--- config.mk ---
export PLATFORM = sky130hd
export DESIGN_NAME = seq_subtractor_flat
export DESIGN_NICKNAME = d
export VERILOG_FILES = /design/src/rtl/seq_sub_pkg.sv /design/src/rtl/seq_subtractor_if.sv /design/src/rtl/seq_subtractor_sub_chunk.sv /design/src/rtl/seq_subtractor.sv /design/src/flat_wrapper.sv
export SDC_FILE = /design/constraint.sdc
export NUM_CORES = 1
export LEC_CHECK = 0
export CAP_MARGIN = 15
export CORE_ASPECT_RATIO = 0.8
export CORE_UTILIZATION = 51
export CTS_BUF_LIST = sky130_fd_sc_hd__clkbuf_16
export DETAILED_ROUTE_END_ITERATION = 6
export PLACE_DENSITY = 0.84
export SLEW_MARGIN = 20
export SYNTH_ARGS = -nofsm -noshare
export SYNTH_HDL_FRONTEND = slang
export SYNTH_HIERARCHICAL = 1
export SYNTH_SLANG_ARGS = --single-unit
--- constraint.sdc ---
create_clock -name clk -period 4.9 [get_ports clk]
set_input_delay 1.47 -clock clk [delete_from_list [all_inputs] [get_ports clk]]
set_output_delay 1.47 -clock clk [all_outputs]
set_load 0.01 [all_outputs]
--- src/rtl/seq_sub_pkg.sv ---
// Shared types and sizing helpers for the chunked sequential subtractor.
package seq_sub_pkg;

  typedef enum logic [1:0] {
    IDLE,
    BUSY,
    DONE
  } state_t;

  localparam int DEF_WIDTH = 16;
  localparam int DEF_CHUNK = 4;

  function automatic int nchunk(input int width, input int chunk);
    return width / chunk;
  endfunction

  function automatic int cnt_width(input int width, input int chunk);
    int n;
    n = width / chunk;
    return (n > 1) ? $clog2(n) : 1;
  endfunction

endpackage

--- src/rtl/seq_subtractor_if.sv ---
// Operand/result handshake bundle for seq_subtractor.
// master = operand producer + result consumer, slave = subtractor.
interface seq_subtractor_if #(
  parameter int WIDTH = 16
);
  logic             in_valid;
  logic             in_ready;
  logic [WIDTH-1:0] A;
  logic [WIDTH-1:0] B;
  logic             BIN;
  logic             out_valid;
  logic             out_ready;
  logic [WIDTH-1:0] DIFF;
  logic             BOUT;
  logic             OVF;

  modport master (
    output in_valid, A, B, BIN, out_ready,
    input  in_ready, out_valid, DIFF, BOUT, OVF
  );

  modport slave (
    input  in_valid, A, B, BIN, out_ready,
    output in_ready, out_valid, DIFF, BOUT, OVF
  );
endinterface

--- src/rtl/seq_subtractor_sub_chunk.sv ---
// Combinational CHUNK-bit ripple of full-subtractor cells.
// o_bmsb is the borrow into the top cell, used for signed overflow.
module sub_chunk #(
  parameter int CHUNK = 4
) (
  input  logic [CHUNK-1:0] i_a,
  input  logic [CHUNK-1:0] i_b,
  input  logic             i_bin,
  output logic [CHUNK-1:0] o_diff,
  output logic             o_bout,
  output logic             o_bmsb
);
  logic [CHUNK:0] w_brw;

  always_comb begin
    w_brw    = '0;
    o_diff   = '0;
    w_brw[0] = i_bin;
    for (int i = 0; i < CHUNK; i++) begin
      o_diff[i]  = i_a[i] ^ i_b[i] ^ w_brw[i];
      w_brw[i+1] = (~i_a[i] & i_b[i]) |
                   (~(i_a[i] ^ i_b[i]) & w_brw[i]);
    end
  end

  assign o_bout = w_brw[CHUNK];
  assign o_bmsb = w_brw[CHUNK-1];
endmodule

--- src/rtl/seq_subtractor.sv ---
// Multi-cycle DIFF = A - B - BIN, CHUNK bits per clock, LSB chunk first.
// Define SEQ_SUB_SAT_EN to force DIFF to zero when the result borrows out.
module seq_subtractor
  import seq_sub_pkg::*;
#(
  parameter int WIDTH = DEF_WIDTH,
  parameter int CHUNK = DEF_CHUNK
) (
  input logic             clk,
  input logic             rst,
  seq_subtractor_if.slave bus
);
  localparam int NCHUNK = nchunk(WIDTH, CHUNK);
  localparam int CW     = cnt_width(WIDTH, CHUNK);
  localparam logic [CW-1:0] LAST = CW'(NCHUNK - 1);

  state_t           r_state;
  state_t           w_next;
  logic [WIDTH-1:0] r_a;
  logic [WIDTH-1:0] r_b;
  logic [WIDTH-1:0] r_diff;
  logic [CW-1:0]    r_idx;
  logic             r_borrow;
  logic             r_bout;
  logic             r_ovf;

  logic             w_in_ready;
  logic             w_out_valid;
  logic             w_accept;
  logic             w_last;
  logic [CHUNK-1:0] w_ca;
  logic [CHUNK-1:0] w_cb;
  logic [CHUNK-1:0] w_cd;
  logic             w_cbout;
  logic             w_cbmsb;

  assign w_accept = bus.in_valid & w_in_ready;
  assign w_last   = (r_idx == LAST);

  always_comb begin
    w_ca = '0;
    w_cb = '0;
    for (int k = 0; k < NCHUNK; k++) begin
      if (r_idx == CW'(k)) begin
        w_ca = r_a[k*CHUNK +: CHUNK];
        w_cb = r_b[k*CHUNK +: CHUNK];
      end
    end
  end

  sub_chunk #(
    .CHUNK (CHUNK)
  ) u_chunk (
    .i_a    (w_ca),
    .i_b    (w_cb),
    .i_bin  (r_borrow),
    .o_diff (w_cd),
    .o_bout (w_cbout),
    .o_bmsb (w_cbmsb)
  );

  always_ff @(posedge clk or posedge rst) begin
    if (rst) r_state <= IDLE;
    else     r_state <= w_next;
  end

  always_comb begin
    w_next = r_state;
    unique case (r_state)
      IDLE:    if (bus.in_valid) w_next = BUSY;
      BUSY:    if (w_last) w_next = DONE;
      DONE:    if (bus.out_ready) w_next = IDLE;
      default: w_next = IDLE;
    endcase
  end

  always_comb begin
    w_in_ready  = (r_state == IDLE);
    w_out_valid = (r_state == DONE);
  end

  always_ff @(posedge clk or posedge rst) begin
    if (rst) begin
      r_a      <= '0;
      r_b      <= '0;
      r_diff   <= '0;
      r_idx    <= '0;
      r_borrow <= 1'b0;
      r_bout   <= 1'b0;
      r_ovf    <= 1'b0;
    end else if (w_accept) begin
      r_a      <= bus.A;
      r_b      <= bus.B;
      r_borrow <= bus.BIN;
      r_idx    <= '0;
    end else if (r_state == BUSY) begin
      for (int k = 0; k < NCHUNK; k++) begin
        if (r_idx == CW'(k)) r_diff[k*CHUNK +: CHUNK] <= w_cd;
      end
      r_borrow <= w_cbout;
      r_idx    <= r_idx + CW'(1);
      if (w_last) begin
        r_bout <= w_cbout;
        r_ovf  <= w_cbmsb ^ w_cbout;
`ifdef SEQ_SUB_SAT_EN
        // Later assignment wins over the final chunk write above.
        if (w_cbout) r_diff <= '0;
`endif
      end
    end
  end

  assign bus.in_ready  = w_in_ready;
  assign bus.out_valid = w_out_valid;
  assign bus.DIFF      = r_diff;
  assign bus.BOUT      = r_bout;
  assign bus.OVF       = r_ovf;
endmodule

--- src/flat_wrapper.sv ---
// flat-port wrapper written by rule: the top's interface ports become plain ports
module seq_subtractor_flat import seq_sub_pkg::*;
#(
  parameter int WIDTH = DEF_WIDTH,
  parameter int CHUNK = DEF_CHUNK
)
  (clk, rst, bus_in_valid, bus_A, bus_B, bus_BIN, bus_out_ready, bus_in_ready, bus_out_valid, bus_DIFF, bus_BOUT, bus_OVF);
  seq_subtractor_if #(.WIDTH(WIDTH)) bus_i ();
  input logic clk;
  input logic rst;
  input wire logic [$bits(bus_i.in_valid)-1:0] bus_in_valid;
  input wire logic [$bits(bus_i.A)-1:0] bus_A;
  input wire logic [$bits(bus_i.B)-1:0] bus_B;
  input wire logic [$bits(bus_i.BIN)-1:0] bus_BIN;
  input wire logic [$bits(bus_i.out_ready)-1:0] bus_out_ready;
  output wire logic [$bits(bus_i.in_ready)-1:0] bus_in_ready;
  output wire logic [$bits(bus_i.out_valid)-1:0] bus_out_valid;
  output wire logic [$bits(bus_i.DIFF)-1:0] bus_DIFF;
  output wire logic [$bits(bus_i.BOUT)-1:0] bus_BOUT;
  output wire logic [$bits(bus_i.OVF)-1:0] bus_OVF;
  assign bus_i.in_valid = bus_in_valid;
  assign bus_i.A = bus_A;
  assign bus_i.B = bus_B;
  assign bus_i.BIN = bus_BIN;
  assign bus_i.out_ready = bus_out_ready;
  assign bus_in_ready = bus_i.in_ready;
  assign bus_out_valid = bus_i.out_valid;
  assign bus_DIFF = bus_i.DIFF;
  assign bus_BOUT = bus_i.BOUT;
  assign bus_OVF = bus_i.OVF;
  seq_subtractor #(.WIDTH(WIDTH), .CHUNK(CHUNK)) u_core (.clk(clk), .rst(rst), .bus(bus_i));
endmodule
==> key figures <==
Status
  • Outcome: complete, no violations

CTS
  • Num CTS Buffers: 5
  • Clock root cell: clkbuf_16
  • Clock Latency Late Sink: between 0.2 and 0.3 ns
  • Clk slew on worst S/H paths: 0.07 ns
  • H-Tree Depth: 2
  • Post-cts repair resize count: 0
  • Setup Buffers After CTS: 0
  • CTS tree: yes
  • CTS Buffer Depth: 2
  • Post-CTS Hold Buffers: 0
  • Clock sinks: 55

STA
  • Skew final: 0.00478 ns
  • Relative slew slack: around two fifths
  • Final hold vios: 0
  • Max Freq: 0.278 GHz
  • Hold_ws: 0.491 ns
  • Slew @ Worst Pin: 0.927 ns
  • RSZ-0062 raised after global routing: false
  • Count of pins over their slew limit: 0
  • Tmin final: 3.60 ns
  • Final setup viols: 0
  • Tcrit/Tclk final: 73.4%
  • Aggregate negative setup slack: 0 ns

Layout
  • Area occupied by multi-input gates: 1130 sq um
  • Share of cells above drive strength 1: roughly a quarter
  • Commonest non-fill, non-tap cell in the layout: clkdlybuf4s50_1
  • Finished Core Util: 66.8%
  • Layout area overhead: 25.8%
  • N_diodes: 0
  • Filler instances: approximately 370
  • Most frequent cells in the layout: 56 x clkdlybuf4s50_1, 55 x dfrtp_1, 30 x mux2_4, 22 x inv_1, 20 x mux2_2
  • Sequential Area: 1380 sq um
  • Fin cells: 310
  • Final Net Count: ~290

Route
  • Initial drt markers: 81
  • # DRC: 0
  • First-pass iteration count of the detailed router: 4
  • Routed len/inst: 16.3 um
  • Antenna-violating nets left: 0
  • Post-DR vias/cell: approximately 5.4
  • Total wire length: 5.05 mm
  • Routed vias: 1661

GRT
  • Initial antenna violation count: 0
  • Largest net degree at the start of global routing: 56
  • Gr usage total: 20.5%
  • Vias in the first global route: 1713
  • Total congestion overflow: 0
  • First-pass GRT wire length: roughly 8.5 mm

Die
  • Die Width: a little over 80 um
  • Core area: 5040 sq um
  • Initial Util: a little over half
  • Die Y: 66.8 um
  • FP Rows: 23
  • DIE AREA: about 5500 sq um
  • I/O pins: 57

Synth
  • Number of synthesized register bits: 55
  • Synth Net Count: 237
  • Warnings, synthesis: 6
  • Sequential fraction of the synthesis area: a little over 50%
  • Synthesized cell area: 2680 sq um
  • Syn Area/Cell: 13.9 sq um
  • Gate count of the mapped netlist: 192
  • Distinct cells, synth: 29

Placed design
  • Cells after DPL: 302
  • IO buf count: 56
  • Dpl hpwl: around 3.7 mm
  • Gpl congestion: 0.836

Critical path
  • RR Startpoint: u_core/r_idx[0]
  • Nature of the critical path endpoint: register
  • WP data arrival: 3.77 ns
  • Startpoint types: register
  • R2R setup slack: 1.30 ns
  • FF-to-FF End: u_core/bus.DIFF[15]
  • Worst r2r path cells: 11
  • Req. time, crit path: 5.07 ns
  • Critical setup path kind: reg -> reg
  • CP max FO: 14

Hold path
  • Hold Crit Start: u_core/bus.OVF
  • Hold path endpoint: u_core/bus.OVF
  • Worst hold path type: reg -> reg
  • WHS Path Cells: 2

Job
  • Maxcap violations: 0

Power
  • Worst VDD drop: 0.409 mV
  • PD cells: 780 nW/um^2
  • Leakage: 1.51 nW
cell usage after synthesis (all sizes together):
cell / n / area share [%]
nor2: 9 / 1.4
inv: 21 / 2.9
mux2i: 1 / 0.37
and2: 1 / 0.33
dfrtp: 55 / 51
nor2b: 3 / 0.70
nor4b: 1 / 0.33
a21oi: 4 / 0.75
xnor2: 1 / 0.33
o21bai: 1 / 0.28
fa: 4 / 3.0
nand2b: 1 / 0.23
nand3b: 3 / 0.84
o22ai: 3 / 0.70
a221oi: 12 / 3.9
and2b: 1 / 0.28
clkbuf: 3 / 0.42
or2b: 1 / 0.28
mux2: 50 / 25
a22o: 1 / 0.33
nand2: 4 / 0.56
buf: 5 / 2.9
o21ai: 2 / 0.37
ha: 4 / 1.9
or2: 1 / 0.23
area by class of cell:
type | instances | share of cell area, %
Sequential cell | 55 | 40.9
Multi-Input combinational cell | 108 | 33.7
Timing Repair Buffer | 56 | 16.7
Clock buffer | 5 | 3.72
Inverter | 21 | 2.38
Tap cell | 62 | 2.31
Clock inverter | 3 | 0.372
where the power goes:
group / switching [mW] / total, mW / internal [mW]
clock: 0.149 / 0.334 / 0.185
combinational: 0.638 / 1.43 / 0.790
sequential: 0.164 / 0.864 / 0.700
how the worst max path moves through the flow:
stage	from	cells after the start	endpoint
2_1_floorplan	u_core/r_idx[0]	13	u_core/bus.DIFF[15]
3_3_place_gp	u_core/r_idx[0]	11	u_core/bus.DIFF[15]
3_5_place_dp	u_core/r_idx[1]	11	u_core/bus.DIFF[15]
4_1_cts	u_core/r_idx[0]	11	u_core/bus.DIFF[15]
5_1_grt	u_core/r_idx[0]	11	u_core/bus.DIFF[15]
6_report	u_core/r_idx[0]	11	u_core/bus.DIFF[15]
per-stage QoR:
| stage | area (sq um) | power (mW) | worst slack, ns |
|---|---|---|---|
| floorplan | 2680 | 1.89 | 1.53 |
| global placement | 3230 | 2.25 | 1.50 |
| detailed placement | 3230 | 2.30 | 1.33 |
| CTS | 3360 | 2.65 | 1.32 |
| global route | 3360 | 2.85 | 1.09 |
| finish | 3360 | 2.63 | 1.30 |
sequential cells by signal, indices dropped and copies added, names as in the netlist:
name	count
u_core/bus.DIFF	16
u_core/bus.BOUT	1
u_core/bus.OVF	1
u_core/r_idx	2
u_core/r_a	16
u_core/r_borrow	1
u_core/r_state	2
u_core/r_b	16
layer usage:
layer	routed length, um	vias to the layer above	global-route usage (%)
met5	0	-	0
met4	63	0	10.6
met3	305	8	4.71
met2	2330	60	32.7
met1	2360	814	26.6
li1	-	779	-
critical path, cell delays in order, from the launching register on:
cell and delay [ns]:
dfrtp_1 0.40, ha_1 0.44, or2_2 0.28, a221oi_1 0.09
a221oi_1 0.33, fa_1 0.25, inv_1 0.05, fa_1 0.37
fa_1 0.42, inv_1 0.09, fa_1 0.46, mux2_2 0.29
kinds of logic (layout without fill, tap and decap cells):
logic type                 count (synthesis)  count (layout)  synth area share, %
adders and majority gates                  8               8                 4.86
muxes                                     51              51                 25.6
buffers and inverters                     29              85                 6.22
and+or+nand+nor                           25              25                 5.15
AOI/OAI and AO/OA                         23              23                 6.36
DFF                                       55              55                 51.4
xor gates and xnor gates                   1               1                0.327
Note: power is estimated with default switching activity, not from simulation.
